===== config.mk =====
export PLATFORM = sky130hd
export DESIGN_NAME = des_keygen_dec_flat
export DESIGN_NICKNAME = d
export VERILOG_FILES = /design/src/rtl/des_pkg.sv /design/src/rtl/des_keygen_dec_if.sv /design/src/rtl/des_cd_rotr.sv /design/src/rtl/des_keygen_dec.sv /design/src/flat_wrapper.sv
export SDC_FILE = /design/constraint.sdc
export NUM_CORES = 1
export LEC_CHECK = 0
export BUFFER_PORTS_ARGS = -buffer_cell sky130_fd_sc_hd__clkbuf_2
export CAP_MARGIN = 40
export CORE_ASPECT_RATIO = 1.25
export CORE_MARGIN = 2
export CORE_UTILIZATION = 35
export CTS_CLUSTER_SIZE = 20
export DETAILED_ROUTE_END_ITERATION = 6
export SLEW_MARGIN = 5
export SYNTH_ARGS = -nofsm -noshare
export SYNTH_HDL_FRONTEND = slang
export SYNTH_SLANG_ARGS = --single-unit

===== constraint.sdc =====
create_clock -name clk -period 5.9 [get_ports clk]
set_input_delay 1.475 -clock clk [delete_from_list [all_inputs] [get_ports clk]]
set_output_delay 1.475 -clock clk [all_outputs]
set_load 0.02 [all_outputs]

===== src/rtl/des_pkg.sv =====
// DES key-schedule shared definitions: PC-1/PC-2 permutations, forward shift schedule, FSM states.
// Latency: pure functions and constants, no state.
// Backpressure: not applicable.
// Bit numbering follows FIPS 46-3: index 1 is the MSB of every vector.
package des_pkg;

    // Left-rotate amounts for forward rounds 1..16 (entry 0 is round 1).
    localparam logic [1:0] SHIFT_FWD [0:15] = '{
        2'd1, 2'd1, 2'd2, 2'd2, 2'd2, 2'd2, 2'd2, 2'd2,
        2'd1, 2'd2, 2'd2, 2'd2, 2'd2, 2'd2, 2'd2, 2'd1
    };

    typedef enum logic [1:0] {
        ST_IDLE  = 2'd0,
        ST_ISSUE = 2'd1,
        ST_DONE  = 2'd2
    } state_t;

    // PC-1, C half. Parity bits 8,16,...,64 are dropped.
    function automatic logic [1:28] pc1_c(input logic [1:64] key);
        return {key[57], key[49], key[41], key[33], key[25], key[17], key[9],
                key[1],  key[58], key[50], key[42], key[34], key[26], key[18],
                key[10], key[2],  key[59], key[51], key[43], key[35], key[27],
                key[19], key[11], key[3],  key[60], key[52], key[44], key[36]};
    endfunction

    // PC-1, D half.
    function automatic logic [1:28] pc1_d(input logic [1:64] key);
        return {key[63], key[55], key[47], key[39], key[31], key[23], key[15],
                key[7],  key[62], key[54], key[46], key[38], key[30], key[22],
                key[14], key[6],  key[61], key[53], key[45], key[37], key[29],
                key[21], key[13], key[5],  key[28], key[20], key[12], key[4]};
    endfunction

    // PC-2: 56-bit CD register to 48-bit round subkey.
    function automatic logic [1:48] pc2(input logic [1:56] cd);
        return {cd[14], cd[17], cd[11], cd[24], cd[1],  cd[5],
                cd[3],  cd[28], cd[15], cd[6],  cd[21], cd[10],
                cd[23], cd[19], cd[12], cd[4],  cd[26], cd[8],
                cd[16], cd[7],  cd[27], cd[20], cd[13], cd[2],
                cd[41], cd[52], cd[31], cd[37], cd[47], cd[55],
                cd[30], cd[40], cd[51], cd[45], cd[33], cd[48],
                cd[44], cd[49], cd[39], cd[56], cd[34], cd[53],
                cd[46], cd[42], cd[50], cd[36], cd[29], cd[32]};
    endfunction

    // Right-rotate amount applied when the issued-key count becomes cnt_nxt (1..15).
    // Stepping from K(17-j) back to K(16-j) undoes forward round 17-j, i.e.
    // SHIFT_FWD[16-j]; 16-j modulo 16 is simply the 4-bit negation of j.
    // Returns 1 for a 2-bit rotation, 0 for a 1-bit rotation.
    function automatic logic rshift_by2(input logic [3:0] cnt_nxt);
        logic [3:0] idx;
        idx = 4'd0 - cnt_nxt;
        return SHIFT_FWD[idx] == 2'd2;
    endfunction

endpackage


===== src/rtl/des_keygen_dec_if.sv =====
// Handshake bundle between a decrypt-mode DES round core and its reverse key schedule.
// Latency: wires only.
// Backpressure: consumer holds next low to stall; the current subkey stays presented.
// master: consumer side (drives start/key/next); slave: key schedule side.
interface des_keygen_dec_if;
    logic        start;
    logic [1:64] key;
    logic        next;
    logic        busy;
    logic        out_valid;
    logic [3:0]  kidx;
    logic [1:48] Kn;
    logic        done;

    modport master (
        output start, key, next,
        input  busy, out_valid, kidx, Kn, done
    );

    modport slave (
        input  start, key, next,
        output busy, out_valid, kidx, Kn, done
    );
endinterface


===== src/rtl/des_cd_rotr.sv =====
// Right rotation of the C and D halves (each 28 bits, independently) of the DES CD register.
// Latency: combinational.
// Backpressure: not applicable.
// Ports: cd_in[1:56] current CD, by2 (0: rotate by 1, 1: rotate by 2), cd_out[1:56] rotated CD.
module des_cd_rotr (
    input  logic [1:56] cd_in,
    input  logic        by2,
    output logic [1:56] cd_out
);

    logic [1:28] c;
    logic [1:28] d;

    assign c = cd_in[1:28];
    assign d = cd_in[29:56];

    assign cd_out = by2 ? {c[27:28], c[1:26], d[27:28], d[1:26]}
                        : {c[28],    c[1:27], d[28],    d[1:27]};

endmodule


===== src/rtl/des_keygen_dec.sv =====
// Decrypt-direction DES key schedule: issues K16 down to K1 from one loaded key.
// Latency: K16 valid the cycle after start is accepted; one key per cycle with next held high.
// Backpressure: next low holds CD, cnt and the presented subkey indefinitely.
// Ports: clk, rst_n (async, active-low); bus (slave): start/key in, next in,
//        busy/out_valid/kidx/Kn/done out. Kn is PC-2 of the CD register, unpipelined.
import des_pkg::*;

module des_keygen_dec (
    input  logic              clk,
    input  logic              rst_n,
    des_keygen_dec_if.slave   bus
);

    state_t      state;
    state_t      state_nxt;
    logic [1:56] cd;
    logic [1:56] cd_nxt;
    logic [1:56] cd_rot;
    logic [3:0]  cnt;
    logic [3:0]  cnt_nxt;
    logic [3:0]  cnt_inc;

    assign cnt_inc = cnt + 4'd1;

    // The forward schedule rotates left 28 bits in total, so C0D0 already
    // equals C16D16: K16 needs no rotation, and each advance rotates right.
    des_cd_rotr u_rotr (
        .cd_in  (cd),
        .by2    (rshift_by2(cnt_inc)),
        .cd_out (cd_rot)
    );

    always_comb begin
        state_nxt = state;
        cd_nxt    = cd;
        cnt_nxt   = cnt;
        case (state)
            ST_IDLE: begin
                if (bus.start) begin
                    cd_nxt    = {pc1_c(bus.key), pc1_d(bus.key)};
                    cnt_nxt   = 4'd0;
                    state_nxt = ST_ISSUE;
                end
            end
            ST_ISSUE: begin
                if (bus.next) begin
                    if (cnt == 4'd15) begin
                        // K1 consumed; CD is deliberately left untouched.
                        state_nxt = ST_DONE;
                    end else begin
                        cd_nxt  = cd_rot;
                        cnt_nxt = cnt_inc;
                    end
                end
            end
            ST_DONE: begin
                state_nxt = ST_IDLE;
            end
            default: begin
                state_nxt = ST_IDLE;
            end
        endcase
    end

    always_ff @(posedge clk or negedge rst_n) begin
        if (!rst_n) begin
            state <= ST_IDLE;
            cd    <= '0;
            cnt   <= 4'd0;
        end else begin
            state <= state_nxt;
            cd    <= cd_nxt;
            cnt   <= cnt_nxt;
        end
    end

    assign bus.busy      = (state == ST_ISSUE) || (state == ST_DONE);
    assign bus.out_valid = (state == ST_ISSUE);
    assign bus.done      = (state == ST_DONE);
    assign bus.kidx      = 4'd15 - cnt;
    assign bus.Kn        = pc2(cd);

endmodule


===== src/flat_wrapper.sv =====
// flat-port wrapper written by rule: the top's interface ports become plain ports
module des_keygen_dec_flat 
  (clk, rst_n, bus_start, bus_key, bus_next, bus_busy, bus_out_valid, bus_kidx, bus_Kn, bus_done);
  des_keygen_dec_if bus_i ();
  input  logic clk;
  input  logic rst_n;
  input wire logic [$bits(bus_i.start)-1:0] bus_start;
  input wire logic [$bits(bus_i.key)-1:0] bus_key;
  input wire logic [$bits(bus_i.next)-1:0] bus_next;
  output wire logic [$bits(bus_i.busy)-1:0] bus_busy;
  output wire logic [$bits(bus_i.out_valid)-1:0] bus_out_valid;
  output wire logic [$bits(bus_i.kidx)-1:0] bus_kidx;
  output wire logic [$bits(bus_i.Kn)-1:0] bus_Kn;
  output wire logic [$bits(bus_i.done)-1:0] bus_done;
  assign bus_i.start = bus_start;
  assign bus_i.key = bus_key;
  assign bus_i.next = bus_next;
  assign bus_busy = bus_i.busy;
  assign bus_out_valid = bus_i.out_valid;
  assign bus_kidx = bus_i.kidx;
  assign bus_Kn = bus_i.Kn;
  assign bus_done = bus_i.done;
  des_keygen_dec u_core (.clk(clk), .rst_n(rst_n), .bus(bus_i));
endmodule

* After elaboration in Yosys (flattened, before gate mapping) *
Memories as Yosys holds them, arrays and structs flattened.
Index checks and enable logic that the tools add are counted.

word-level totals
  flip-flop bits (word level) = 62
  latch bits = 0
  RAM bits = 0
  ROM bits = 32
  bits of input ports = 68
  output and inout bits = 55
  logic and storage cells = 37
  memories = 1

memories
  memory           depth  width  rd ports  clocked after Yosys merged registers in  write ports  RTL line       text
  (no name shown)  16     2      1         0                                        0            des_pkg.sv:54  return SHIFT_FWD[idx] == 2'd2;

cells by class
  add/subtract/negate cells = 3
  multipliers = 0
  divide/modulo/power cells = 0
  $lt $le $gt $ge = 1
  equal/unequal tests = 8
  shift-type cells = 0
  multiplexer cells = 15
  bitwise gates (word level) = 1
  reduce and logical (&&, ||, !) cells = 5

operators by type and width
  cell                                                  count
  2-to-1 mux 56 bit                                     4
  case mux 56 bit (2 select lines)                      1
  2-to-1 mux 4 bit                                      3
  2-to-1 mux 2 bit                                      5
  case mux 4 bit (2 select lines)                       1
  != test 2 bit (second input constant)                 3
  >= comparator 5 bit (second input constant)           1
  NOT 4 -> 5 bit                                        1
  adder 4 x 1 -> 4 bit (second input constant)          1
  equality test 2 bit (second input constant)           2
  equality test 4 bit (second input constant)           1
  case mux 2 bit (2 select lines)                       1
  AND reduction 4 bit                                   1
  subtractor 1 x 4 -> 4 bit (first input constant)      1
  subtractor 4 bit (first input constant)               1
  AND reduction 3 bit                                   1
  equality test 2 x 1 -> 1 bit (second input constant)  1
  logical NOT 2 bit                                     1
  != test 2 x 1 -> 1 bit (second input constant)        1
  nonzero test 2 bit                                    1
  logical OR 1 bit                                      1

* Logic depth before layout (Yosys ltp) *
Gate-level depths: netlist of the first run.

  depth after elaboration = 11
  mapped depth = 11
  depth with buffers taken out = 8

* Modules after synthesis *
Synthesis of the first run repeated with hierarchy kept, for this count alone.

second synthesis, totals
  cells, all modules = 411
  area total of the unflattened synthesis = 4254.1 um^2

modules (own cells, without submodules)
  module          times used  cells an instance  area an instance (um^2)  seq. area each (um^2)
  des_keygen_dec  1           349                3412.0                   1551.5
  des_cd_rotr     1           62                 842.1                    0.0

* Worst setup path before layout of the first run *
No wires, ideal clock.

  path kind = input-to-reg
  start point = input bus_start
  end point = register u_core.cd[11] in the netlist's numbering
  setup time = 0.087 ns
  arrival time = 2.777 ns
  data required time = 5.813 ns
  slack = 3.036 ns
  cell stages on the path = 8
  path buffers = 2
  path through = nand2b_1 > and3_1 > and2_1 > buf_2 > clkbuf_1 > nand2_1 > mux2_2 > o211ai_1

between the ends
  word-level cells in the longest chain between the ends = 2

ends and longest elaborated chain
  element                        RTL line              text
  from (decl)                    flat_wrapper.sv:7     input wire logic [$bits(bus_i.start)-1:0] bus_start;
  != test 2 bit (no line)        n/a
  AND reduction 4 bit (no line)  n/a
  to (signal assigned)           des_keygen_dec.sv:72  cd <= cd_nxt;
  to (decl)                      des_keygen_dec.sv:16  logic [1:56] cd;

Every way passes these cells.
A chain may end at the register's enable or synchronous reset.

* Final worst setup path of the first run *
  start point = register u_core.cnt[1]
  end point = register u_core.cd[9] in the netlist's numbering

between the ends
  word-level cells in the longest chain between the ends = 11
  elaborated cells between the ends (all ways) = 14
  classes of those cells = add/sub (2); eq/ne (3); mux (6); bitwise (1); reduce/logical (1); memory (1)

ends and longest elaborated chain
  element                                               RTL line              text
  from (decl)                                           des_keygen_dec.sv:19  logic [3:0] cnt;
  from (signal assigned)                                des_keygen_dec.sv:73  cnt <= cnt_nxt;
  adder 4 x 1 -> 4 bit                                  des_keygen_dec.sv:23  assign cnt_inc = cnt + 4'd1;
  subtractor 1 x 4 -> 4 bit                             des_pkg.sv:53         idx = 4'd0 - cnt_nxt;
  NOT 4 -> 5 bit (implied by the code)                  des_pkg.sv:54
  memory (16 x 2 bit)                                   n/a
  2-to-1 mux 2 bit (implied by the code) (2 in series)  des_pkg.sv:54
  equality test 2 bit                                   des_pkg.sv:54
  2-to-1 mux 56 bit                                     des_cd_rotr.sv:17     assign cd_out = by2 ? {c[27:28], c[1:26], d[27:28], d[1:26]}
  2-to-1 mux 56 bit                                     des_keygen_dec.sv:47  if (cnt == 4'd15) begin
  2-to-1 mux 56 bit                                     des_keygen_dec.sv:46  if (bus.next) begin
  case mux 56 bit (2 select lines)                      des_keygen_dec.sv:37  case (state)

Several ways; a longest one is shown, not always the timed one. The select of a mux whose other input is x is not followed.

==> flow_summary.yaml, run 1 <==
floorplan:
  initial_core_util_pct: 35.9
  dieArea_um2: 15800
  die_h_um: 140
  chipWidth_um: 113
  core_um2: 14400
  rows: 49
  ios: 123
min_path:
  hold_path_class: "flop to flop"
sta:
  fin_crit_ns: 3.65
  fmax_mhz: 274
  worst_slew_pin_slew_ns: 0.765
  drv_slew: 0
  final_hold_viol_count: 0
  relSlewSlack_pct: 47.9
  post-route-period-util_pct: 61.9
  setup_viol: 0
  fin_setup_tns_ns: 0
  skew_ns: 0.00650
  rsz0062_at_grt: "false"
clocking:
  cts_tree: "built"
  hold_buffers: 0
  cts_buffers: 9
  clock_tree.buffer_depth: 2
  clk_latency_ns: 0.33
  path_clk_slew_ns: 0.05
  h-tree-depth: 3
  cts_sinks: 62
  cts_setup_buffers: 0
  cts.repair.resized: 0
  root_buffer: "clkbuf_16"
global_routing:
  grt_antenna_before_repair: 0
  grt_max_degree: 64
  gr-usage-met2_pct: 27.7
  grt_pass1_wl_um: 22000
  grtUsageMet3_pct: 3.29
  grt_pass1_vias: 4395
  busiest_layer: "met2"
  track_usage_pct: 16.9
  met1_usage_pct: 22.0
  overflow: 0
layout:
  layout.nets: 679
  drive_gt1_share_pct: 33.2
  syn_to_final_growth_pct: 12.8
  layout.cells.most_common: "clkbuf_2"
  diodes: 0
  most-common-layout-cells: "clkbuf_2 (113), nand2_1 (62), dfrtp_1 (62)"
  final_cells: 786
  design_area_um2: 5840
drt:
  via_count: 4314
  first_pass_iters: 4
  detail-route-antenna-nets: 0
  wl_um: 13100
  routedWlPerCell_um: 16.7
  drtIter0Drc: 301
  drc: 0
  drt-vias-per-instance: 5.49
logic_synthesis:
  yosys.area.top_type: "dfrtp_1"
  netlist.area_leader.share_pct: 30.0
  ys_seq_area_share_pct: 30.0
  synth_nets: 640
  synthTopCellsByArea: "dfrtp_1 (30%), mux2_2 (12%), mux2i_1 (11%)"
  ys_seq_elements: 62
  synth_area_per_cell_um2: 9.18
  synth_cell_types: 33
  synth_area_um2: 5180
  yosysWarningCount: 0
  synth_cells: 564
critical_path:
  critPathArrivalTime_ns: 3.90
  path_max_fanout: 27
  start_kind: "flop"
  crit_type: "flop to flop"
  end_kind: "flop"
  cp.required_ns: 6.14
placed_design:
  hpwl_um: 8920
  dpl-instance-area_um2: 5500
  placed_cells: 770
  io_buffers: 114
  gp_congestion: 0.784
power_and_ir_drop:
  power.total_w: 0.00374
  irDropWorstVdd_uv: 586
  pwr_density_cell_nw_per_um2: 641
  leakage_nw: 2.24
flow_run:
  maxCapViolCount: 0
run_status:
  outcome: "finished clean"
## cell families after synthesis
| logic type | after synthesis | share of synthesized area, % |
|---|---|---|
| buffers and inverters | 104 | 13.4 |
| AOI/OAI and AO/OA | 134 | 16.2 |
| adders and majority gates | 8 | 1.93 |
| DFF | 62 | 30.0 |
| and+or+nand+nor | 139 | 14.7 |
| muxes | 114 | 23.4 |
| xor gates and xnor gates | 3 | 0.507 |
## registers in the layout (all words and copies together) (netlist names)
register and flops:
u_core.cd 56, u_core.cnt 4, u_core.state 2
## routing by layer
layer,up-vias,part of all wire [%]
li1,2078,-
met1,2090,46
met2,123,47
met3,23,5.1
met4,0,2.0
met5,-,0
## cells in the mapped netlist, drive strengths merged
library cell and n:
buf 70, dfrtp 62, nand2 62, a21oi 61, mux2i 58, mux2 56, nor3b 56, o211ai 56
clkbuf 26, o21ai 10, ha 8, inv 8, nor2 6, nand3 5, and2 3, xnor2 3
a22oi 2, nor3 2, or2 2, a211oi 1, a221o 1, a31oi 1, and3 1, nand2b 1
o2111ai 1, o31ai 1, or3 1
## layout make-up
class,count,area (um^2)
Inverter,8,30.0
Multi-Input combinational cell,398,2970
Fill cell,1401,8570
Clock buffer,13,270
Clock inverter,3,65.1
Tap cell,178,223
Sequential cell,62,1550
Timing Repair Buffer,124,731
## critical path: stages, from the launching register on
cell and delay (ns):
dfrtp_1 0.54, inv_1 0.17, ha_1 0.41, nor3_1 0.28, a31oi_1 0.07, a21oi_1 0.29
mux2i_4 0.73, buf_16 0.23, buf_4 0.35, mux2_2 0.38, o211ai_1 0.08
## through the flow
step / setup WS, ns / hold WS (ns) / util (%)
finish: 2.25 / 0.583 / 40.5
CTS: 2.24 / 0.585 / 40.5
detailed placement: 2.26 / 0.570 / 38.2
floorplan: 3.04 / 0.521 / -
global route: 2.03 / 0.625 / 40.5
global placement: 2.12 / 0.553 / 37.4
## final timing paths
| kind | endpoint | startpoint | cells after the start | slack [ns] |
|---|---|---|---|---|
| worst min register to register | u_core.state[1] | u_core.state[1] | 2 | 0.58 |
| min in group asynchronous | u_core.cnt[1] | rst_n | 2 | 1.17 |
| worst min-delay path | u_core.state[1] | u_core.state[1] | 2 | 0.58 |
| worst max-delay path | u_core.cd[9] | u_core.cnt[1] | 10 | 2.25 |
| worst max register to register | u_core.cd[9] | u_core.cnt[1] | 10 | 2.25 |
| max in group asynchronous | u_core.cd[27] | rst_n | 3 | 4.19 |
## report_power, final
| group | switching [W] | internal, W | leakage, nW |
|---|---|---|---|
| sequential | 0.000273 | 0.000634 | 0.776 |
| clock | 0.000197 | 0.000404 | 0.166 |
| combinational | 0.00128 | 0.000952 | 1.30 |
No activity file was read; power rests on OpenSTA's default activity.
==> run 2: changes to the inputs <==
- clock period: 5.9 -> 3 ns (I/O delays scaled with it)
==> flow_summary.yaml, run 2 (synthesis results as in run 1) <==
run_status:
  outcome: "finished clean"
critical_path:
  start_kind: "flop"
  cp_num_buf_inv: 2
  cp_cell_sequence: "inv_1 > ha_1 > nor3_1 > a31oi_1 > a21oi_1 > mux2i_4 > buf_12 > mux2_2 > o211ai_1"
  crit_family: "multiplexers"
  critPathArrivalTime_ns: 2.97
  rr_worst_depth: 9
  slowest_stage: "mux2i_4"
  crit_type: "flop to flop"
  path_max_fanout: 28
  end_kind: "flop"
  crit_path_max_incr_delay_ns: 0.38
  worst-path-stages: 9
  cp.required_ns: 3.23
power_and_ir_drop:
  power_frac_seq_pct: 23.4
  power.total_w: 0.00749
  p_sw_share_pct: 45.9
  power.internal_w: 0.00405
  leakage_nw: 2.28
  pwr_density_cell_nw_per_um2: 1270
  comb_power_share_pct: 59.2
  irDropWorstVdd_uv: 1140
  switchingPower_w: 0.00344
  power_frac_clock_pct: 17.4
global_routing:
  grt_pass1_wl_um: 21700
  grt_antenna_before_repair: 0
  overflow: 0
  grt_pass1_vias: 4389
  track_usage_pct: 16.5
  grt_max_degree: 70
floorplan:
  ios: 123
  rows: 49
  die_h_um: 140
  chipWidth_um: 113
  dieArea_um2: 15800
  initial_core_util_pct: 35.9
  core_um2: 14400
sta:
  final_hold_viol_count: 0
  post-route-period-util_pct: 91.1
  drv_slew: 0
  fmax_mhz: 366
  skew_ns: 0.00730
  setup_viol: 0
  relSlewSlack_pct: 49.1
  fin_setup_tns_ns: 0
  worst_slew_pin_slew_ns: 0.764
  rsz0062_at_grt: "false"
  fin_crit_ns: 2.73
drt:
  detail-route-antenna-nets: 0
  routedWlPerCell_um: 16.5
  via_count: 4349
  first_pass_iters: 5
  drtIter0Drc: 269
  drc: 0
  wl_um: 13100
  drt-vias-per-instance: 5.50
clocking:
  cts_buffers: 9
  hold_buffers: 0
  path_clk_slew_ns: 0.06
  h-tree-depth: 3
  cts_setup_buffers: 0
  cts_sinks: 62
  clk_latency_ns: 0.33
  cts.repair.resized: 0
  clock_tree.buffer_depth: 2
  root_buffer: "clkbuf_16"
  cts_tree: "built"
layout:
  top_regs: "u_core.cd: 56 flops, u_core.cnt: 4 flops, u_core.state: 2 flops"
  top_register: "u_core.cd"
  diodes: 0
  design_area_um2: 5900
  drive_gt1_share_pct: 33.9
  largest_register_ffs: 56
  layout.nets: 684
  syn_to_final_growth_pct: 14.0
  layout.cells.most_common: "clkbuf_2"
  most-common-layout-cells: "clkbuf_2 (113), nand2_1 (62), dfrtp_1 (62)"
flow_run:
  maxCapViolCount: 0
placed_design:
  gp_congestion: 0.773
  hpwl_um: 8860
  dpl-instance-area_um2: 5530
  io_buffers: 114
min_path:
  hold_path_class: "input pin to async pin"
-- run 2: cell types whose count changed in the layout (fill, tap and decap cells not counted) --
| cell | delta |
|---|---|
| buf_12 | +4 |
| buf_16 | -3 |
| buf_4 | +4 |
| bufinv_16 | +2 |
| clkbuf_1 | -1 |
| clkbuf_8 | -2 |
| clkinvlp_4 | +1 |
-- run 2: path summary, 6_finish.rpt --
kind                            startpoint              end  slack [ns]
min in group clk           u_core.state[1]  u_core.state[1]        0.56
hold / removal                       rst_n     u_core.cd[6]        0.50
setup reg to reg             u_core.cnt[1]    u_core.cd[46]        0.27
setup / recovery             u_core.cnt[1]    u_core.cd[46]        0.27
max in group asynchronous            rst_n    u_core.cd[56]        1.86
hold reg to reg            u_core.state[1]  u_core.state[1]        0.56
-- run 2: metal layers --
metal	wire [um]	vias up	global-route usage (%)
met1	6070	2121	21.3
met3	685	15	3.20
met2	6120	120	27.8
li1	-	2093	-
met5	0	-	0
met4	188	0	5.13
-- run 2: power groups by stage --
stage               Clock, W  Combinational (W)  Sequential, W
floorplan                  0            0.00403        0.00160
global placement           0            0.00438        0.00174
detailed placement         0            0.00446        0.00176
CTS                  0.00133            0.00448        0.00175
global route         0.00137            0.00487        0.00182
finish               0.00130            0.00443        0.00176
-- run 2: metrics by stage --
stage / utilization (%) / std cells / setup WS [ns] / hold WS (ns)
finish: 41.0 / 791 / 0.266 / 0.497
global placement: 38.4 / 775 / 0.374 / 0.539
floorplan: - / 564 / 0.347 / 0.454
detailed placement: 38.4 / 775 / 0.280 / 0.555
CTS: 41.0 / 791 / 0.274 / 0.516
global route: 41.0 / 791 / 0.0493 / 0.544
-- run 2: final cells by class --
class,instances,area (um^2)
fillers,1413,8500
multi-input cells,398,2970
flip-flops and latches,62,1550
repair buffers,129,758
clock buffers,10,239
well taps,178,223
clock inverters,6,133
inverters,8,30.0
